### src/rtl/hard_intr_ctrl.sv
// rtl/hard_intr_ctrl.sv - edge-latched, maskable, one-at-a-time hardware interrupt controller
module hard_intr_ctrl #(
    parameter int P_NUM_SRC   = 8,
    parameter int P_CODE_BITS = 4
) (
    input  logic                   clk,
    input  logic                   rst,
    input  logic [P_NUM_SRC-1:0]   i_irq,
    output logic                   o_h_intr,
    output logic [P_CODE_BITS-1:0] o_h_intr_code,
    input  logic                   i_intr_finish,
    input  logic [1:0]             i_addr,
    input  logic                   i_read,
    input  logic                   i_write,
    input  logic [31:0]            i_writedata,
    output logic [31:0]            o_readdata,
    output logic                   o_readdatavalid
);

    typedef enum logic [1:0] {S_IDLE, S_FIRE, S_SERVICE} state_t;

    state_t                 state, state_nxt;
    logic [P_NUM_SRC-1:0]   irq_prev, pending, pending_nxt, mask;
    logic [P_NUM_SRC-1:0]   rise, req, win_bit;
    logic [P_CODE_BITS-1:0] win_code;
    logic [31:0]            count, rd_mux;
    logic                   grant;
    logic                   unused_wdata;

    assign unused_wdata = ^i_writedata[31:P_NUM_SRC];

    always_comb begin
        rise     = i_irq & ~irq_prev;
        req      = pending & mask;
        win_bit  = '0;
        win_code = '0;
        // Descending scan so the lowest set index is the last one written.
        for (int i = P_NUM_SRC - 1; i >= 0; i--) begin
            if (req[i]) begin
                win_bit    = '0;
                win_bit[i] = 1'b1;
                win_code   = P_CODE_BITS'(i + 1);
            end
        end

        state_nxt = state;
        grant     = 1'b0;
        case (state)
            S_IDLE: begin
                if (|req) begin
                    grant     = 1'b1;
                    state_nxt = S_FIRE;
                end
            end
            S_FIRE:    state_nxt = S_SERVICE;
            S_SERVICE: if (i_intr_finish) state_nxt = S_IDLE;
            default:   state_nxt = S_IDLE;
        endcase

        // Clears first, new edges last: a set on the same bit always survives.
        pending_nxt = pending;
        if (i_write && i_addr == 2'd0)
            pending_nxt = pending_nxt & ~i_writedata[P_NUM_SRC-1:0];
        if (grant)
            pending_nxt = pending_nxt & ~win_bit;
        pending_nxt = pending_nxt | rise;

        case (i_addr)
            2'd0:    rd_mux = {{(32-P_NUM_SRC){1'b0}}, pending};
            2'd1:    rd_mux = {{(32-P_NUM_SRC){1'b0}}, mask};
            2'd2:    rd_mux = {{(32-P_CODE_BITS){1'b0}}, o_h_intr_code};
            default: rd_mux = count;
        endcase
    end

    always_ff @(posedge clk) begin
        if (!rst) begin
            state           <= S_IDLE;
            irq_prev        <= i_irq;
            pending         <= '0;
            mask            <= '0;
            count           <= '0;
            o_h_intr        <= 1'b0;
            o_h_intr_code   <= '0;
            o_readdata      <= '0;
            o_readdatavalid <= 1'b0;
        end else begin
            state    <= state_nxt;
            irq_prev <= i_irq;
            pending  <= pending_nxt;
            if (i_write && i_addr == 2'd1)
                mask <= i_writedata[P_NUM_SRC-1:0];
            // Registered from the grant so the pulse lines up exactly with the FIRE state.
            o_h_intr <= grant;
            if (grant)
                o_h_intr_code <= win_code;
            else if (state == S_SERVICE && i_intr_finish)
                o_h_intr_code <= '0;
            if (state == S_FIRE)
                count <= count + 32'd1;
            o_readdatavalid <= i_read;
            o_readdata      <= i_read ? rd_mux : 32'd0;
        end
    end

endmodule

### config.mk
export PLATFORM = sky130hd
export DESIGN_NAME = hard_intr_ctrl
export DESIGN_NICKNAME = d
export VERILOG_FILES = /design/src/rtl/hard_intr_ctrl.sv
export SDC_FILE = /design/constraint.sdc
export NUM_CORES = 1
export LEC_CHECK = 0
export BUFFER_PORTS_ARGS = -buffer_cell sky130_fd_sc_hd__buf_4
export CAP_MARGIN = 20
export CORE_MARGIN = 3
export CORE_UTILIZATION = 50
export DETAILED_ROUTE_END_ITERATION = 10
export GPL_ROUTABILITY_DRIVEN = 0
export GPL_TIMING_DRIVEN = 0
export PLACE_DENSITY = 0.75
export RECOVER_POWER = 50
export SLEW_MARGIN = 10
export SYNTH_ARGS = -nofsm -noshare
export SYNTH_HDL_FRONTEND = slang
export SYNTH_SLANG_ARGS = --single-unit
### constraint.sdc
create_clock -name clk -period 2.3 [get_ports clk]
set_clock_uncertainty 0.2 [all_clocks]
set_input_delay 0.23 -clock clk [delete_from_list [all_inputs] [get_ports clk]]
set_output_delay 0.23 -clock clk [all_outputs]
set_load 0.05 [all_outputs]
# Word-level counts from Yosys, hierarchy flattened
# Cells that the tools add are included.
# totals
reg_bits,96
latch_bits,0
ram_bits,0
rom_bits,0
in_bits,47
output_inout_bits,38
word_cells,59
n_memories,0
# op_classes
addsub,1
multipliers,0
div,0
n_lt_le_gt_ge,0
n_eq_ne,6
n_shift,0
muxes,26
bitwise_logic,8
reduce_logical,9
# op_table
cell,n
32-bit one-hot mux with 3 select lines,1
8-bit 2-to-1 mux,10
4-bit 2-to-1 mux,10
"32-bit by 1-bit adder with 32-bit output, second input constant",1
8-bit bitwise AND,4
8-bit NOT,3
8-bit bitwise OR,1
8-bit OR reduction,1
2-bit one-hot mux with 3 select lines,1
"2-bit by 1-bit == test with 1-bit output, second input constant",2
"2-bit == test, second input constant",2
2-bit zero test,2
2-bit 2-to-1 mux,2
"2-bit != test, second input constant",2
2-bit AND reduction,2
1-bit logical AND,3
1-bit 2-to-1 mux,2
2-bit nonzero test,1

# Logic depth before layout (Yosys ltp)
# logic_depth
ltp_word,13
mapped_depth,6
depth_no_buf,5

# Least setup slack after synthesis
# Ideal clock, no wire load.
# synth_path
path_type,register to register
from,reg count[0]
to,reg count[26]
setup_ps,70
t_arrival_ps,1536
required_time_ps,2030
setup_slack_ps,494
stages_incl_launch_ff,7
path_buffers,1
period_less_slack_ps,1806
path_cell_list,dfxtp_1 > ha_1 > and4_1 > nand4_4 > buf_2 > or3_1 > a21oi_1
# synth_between
elab_chain_cells,1
# synth_rtl
element,line_no,text
start: declaration,26,"logic [31:0] count, rd_mux;"
start signal: assignment,100,count <= count + 32'd1;
32-bit by 1-bit adder with 32-bit output,100,
# Every way passes these cells.
# A chain may end at the register's enable or synchronous reset.

# Worst setup path in the final report
# Ends and elaborated chain as after synthesis.

==> results by group <==
CTS
  – Clk sink count: 96
  – Clock latency on the worst-skew pair: 360 ps
  – Root Buffer Master: clkbuf_8
  – Number of buffers inserted during clock tree synthesis: 9
  – CTS H-tree lvls: 3
  – Clock tree from TritonCTS: done
  – Number of gates resized after cts: 0
  – Number of buffers on the longest clock path: 2
  – Clock input transition at the sequential cells of the worst setup and hold paths: 90 ps

Worst setup path
  – Buffering stage count on the worst path with inverters included: 1
  – CP Launch Type: flip-flop
  – Kind of critical path: reg2reg
  – Cell Chain, Critical Path: ha_1 -> and4_1 -> nand4_4 -> buf_2 -> or3_1 -> a21oi_1
  – Crit path DAT: 2170 ps
  – Worst stage delay on the critical path: 430 ps
  – Family with the most delay on the worst path: simple AND/OR/NAND/NOR gates
  – Category of the worst setup path capture point: flip-flop
  – Data required time at the worst endpoint: 2390 ps
  – Max stage delay cell, worst path: dfxtp_1
  – Max FO, Critical Path: 10

Yosys
  – Share of synthesized area occupied by flip-flops and latches: 0.504
  – Most common cell in the netlist: dfxtp_1
  – Synth Net Count: 438
  – Post-synth top area share: 0.504
  – Library cell occupying the most area in the post-synthesis netlist: dfxtp_1
  – Largest cells by area after synthesis: dfxtp_1 (50%), and2_1 (4.3%), a21oi_1 (3.4%), nor2_1 (2.9%), nand2_1 (2.7%)
  – Area of the mapped netlist: 3810 um2
  – Total number of yosys warnings: 0
  – Synthesized area per cell: 9.78 um2
  – Seq cells post-synth: 96
  – Predominant post-synthesis flop cell: dfxtp_1
  – Count of flip-flops with a built-in enable after synthesis: 0
  – Share of synthesized flip-flops with an asynchronous set or reset: 0
  – List of most frequent post-synthesis cells: dfxtp_1 (96), nor2_1 (29), nand2_1 (27), a21oi_1 (26), and2_1 (26)
  – Synthesized instance count: 390
  – Unique cell type count in the Yosys netlist: 47

Drt
  – Length of the first detailed-routing pass in iterations: 5
  – Vias per std cell: 5.61
  – Number of vias in the routed layout: 3263
  – Residual DRC count: 0
  – Final ANT Viol Nets: 0
  – Total wirelength of the detailed-routed design: 8880 um
  – Number of DRC violations after detailed-routing iteration 0: 209
  – WL/cell: 15.3 um

Pwr
  – Cell leakage power: 1.73 nW
  – Total power divided by cell area: 656 nW/um2
  – Maximum resistive drop on vdd: 377 uV
  – Total Power: 3.02 mW

STA
  – Fmax: 482 MHz
  – Slew Viols, Final: 0
  – Worst rel slew slack: 0.252
  – Sum of negative setup slack: 0 ps
  – Count of endpoints failing setup in the final report: 0
  – Final hold violation count: 0
  – Final critical-path required period: 2080 ps
  – Unrepaired setup endpoints after global routing: no
  – Worst hold margin: 88.9 ps
  – Setup slack after layout: 224 ps
  – Worst slew pin tran: 1120 ps
  – Final period util: 0.903

Floorplanning
  – Die Footprint: 8710 um2
  – Core footprint: 7330 um2
  – Num rows: 31
  – Die extent in y: 93.4 um
  – Width of the die: 93.4 um
  – Initial core utilization: 0.520
  – Number of top-level pins: 85

GRT
  – Antenna violations before repair: 0
  – Number of global-route vias before repair: 3040
  – Residual overflow from global routing: 0
  – GRT Resource Usage Total: 0.212
  – Wire length of the first global-routing pass: 14600 um
  – Maximum number of pins on one net before global-route repair: 17

Placed design
  – Buffers on Ports: 59
  – Half-perimeter wire length after placement: 6210 um
  – Worst slack, placed: 244 ps

Layout
  – Count of inserted antenna diode cells: 0
  – Synth-to-layout area growth: 20.6%
  – Final #Nets: 526
  – Layout Utilization: 0.628
  – Fraction of final layout cells with drive strength greater than 1: 0.122
  – Filler cell count: 665

Run status
  – Outcome: completed

Run
  – Max-cap check violation count: 0

Hold path
  – Type of the tightest min-delay check: in2reg
[worst paths after layout]
kind	startpoint	to	slack, ps	depth (start not counted)
worst min-delay path	i_addr[1]	o_readdata[15]$_SDFF_PN0_	90	3
worst min register to register	count[31]$_SDFFE_PN0N_	count[31]$_SDFFE_PN0N_	280	2
worst max register to register	count[0]$_SDFFE_PN0N_	count[26]$_SDFFE_PN0N_	220	6
worst max-delay path	count[0]$_SDFFE_PN0N_	count[26]$_SDFFE_PN0N_	220	6
[metal layers]
| layer | vias to the layer above | routed length (um) | global-route usage |
|---|---|---|---|
| met5 | - | 0 | 0 |
| met4 | 0 | 241 | 0.103 |
| met3 | 22 | 567 | 0.0346 |
| met2 | 132 | 4210 | 0.343 |
| met1 | 1521 | 3860 | 0.276 |
| li1 | 1588 | - | - |
[cells in the final DEF (no fill, tap or decap), drive strengths merged, types with 2 or more instances in the layout]
| cell | Yosys | final |
|---|---|---|
| a221oi | 3 | 3 |
| nor2 | 29 | 29 |
| xor2 | 7 | 7 |
| mux2 | 4 | 4 |
| nand2 | 27 | 27 |
| and2 | 27 | 27 |
| dlygate4sd3 | 0 | 18 |
| nand3b | 3 | 3 |
| a22oi | 9 | 9 |
| o21a | 3 | 3 |
| nand3 | 14 | 14 |
| nor2b | 10 | 10 |
| mux2i | 9 | 9 |
| a21oi | 26 | 26 |
| clkinvlp | 0 | 2 |
| mux4 | 4 | 4 |
| clkbuf | 10 | 69 |
| inv | 9 | 11 |
| nor3 | 3 | 3 |
| a32o | 4 | 4 |
| and4 | 8 | 8 |
| or3 | 11 | 11 |
| a32oi | 2 | 2 |
| nor3b | 2 | 2 |
| and3 | 3 | 3 |
| buf | 10 | 20 |
| o31ai | 12 | 12 |
| nand4 | 9 | 9 |
| xnor2 | 2 | 2 |
| dfxtp | 96 | 96 |
| o21ai | 13 | 13 |
| or4 | 11 | 11 |
[layout make-up]
| cell class | instances | area, um2 | share of cell area |
|---|---|---|---|
| buffer | 20 | 92.6 | 0.0201 |
| clock buffer | 10 | 128 | 0.0277 |
| clock inverter | 6 | 67.6 | 0.0147 |
| inverter | 9 | 33.8 | 0.00734 |
| multi-input combinational | 265 | 1770 | 0.384 |
| sequential | 96 | 1920 | 0.418 |
| tap | 99 | 124 | 0.0269 |
| timing repair buffer | 77 | 469 | 0.102 |
[worst register-to-register path, stage by stage, from the launching register on]
cell and delay, ps:
dfxtp_1 430, ha_1 250, and4_1 260, nand4_4 160, buf_2 220, or3_1 360
a21oi_1 140
[through the flow]
| stage | instance area (um2) | std cells |
|---|---|---|
| after floorplan | 3810 | 390 |
| after global placement | 4380 | 548 |
| after detailed placement | 4380 | 548 |
| after CTS | 4760 | 582 |
| after global routing | 4600 | 582 |
| final | 4600 | 582 |
[cell families after synthesis]
family | after synthesis | share of synthesized area
AO/OA/AOI/OAI | 79 | 0.136
XOR/XNOR | 9 | 0.0207
adder cells (fa/ha/maj) | 1 | 0.00328
buffers and inverters | 29 | 0.0335
flip-flops | 96 | 0.504
multiplexers | 17 | 0.0590
AND/OR/NAND/NOR | 159 | 0.244
[state kept, by name, indices dropped and copies added, names as in the netlist]
name	count
count	32
o_readdata	32
irq_prev	8
mask	8
pending	8
o_h_intr_code	4
state	2
o_h_intr	1
o_readdatavalid	1
[what timing repair did]
item / in CTS / in global routing
buffers inserted: 0 / 0
hold endpoints to repair: 24 / 0
hold buffers: 18 / 0
setup endpoints to repair: 0 / 0
[power breakdown]
part / internal [mW] / switching, mW
clock network: 0.509 / 0.585
registers: 1.69 / 0.0277
logic: 0.0937 / 0.113
total: 2.29 / 0.726
Note: power is estimated with default switching activity, not from simulation.
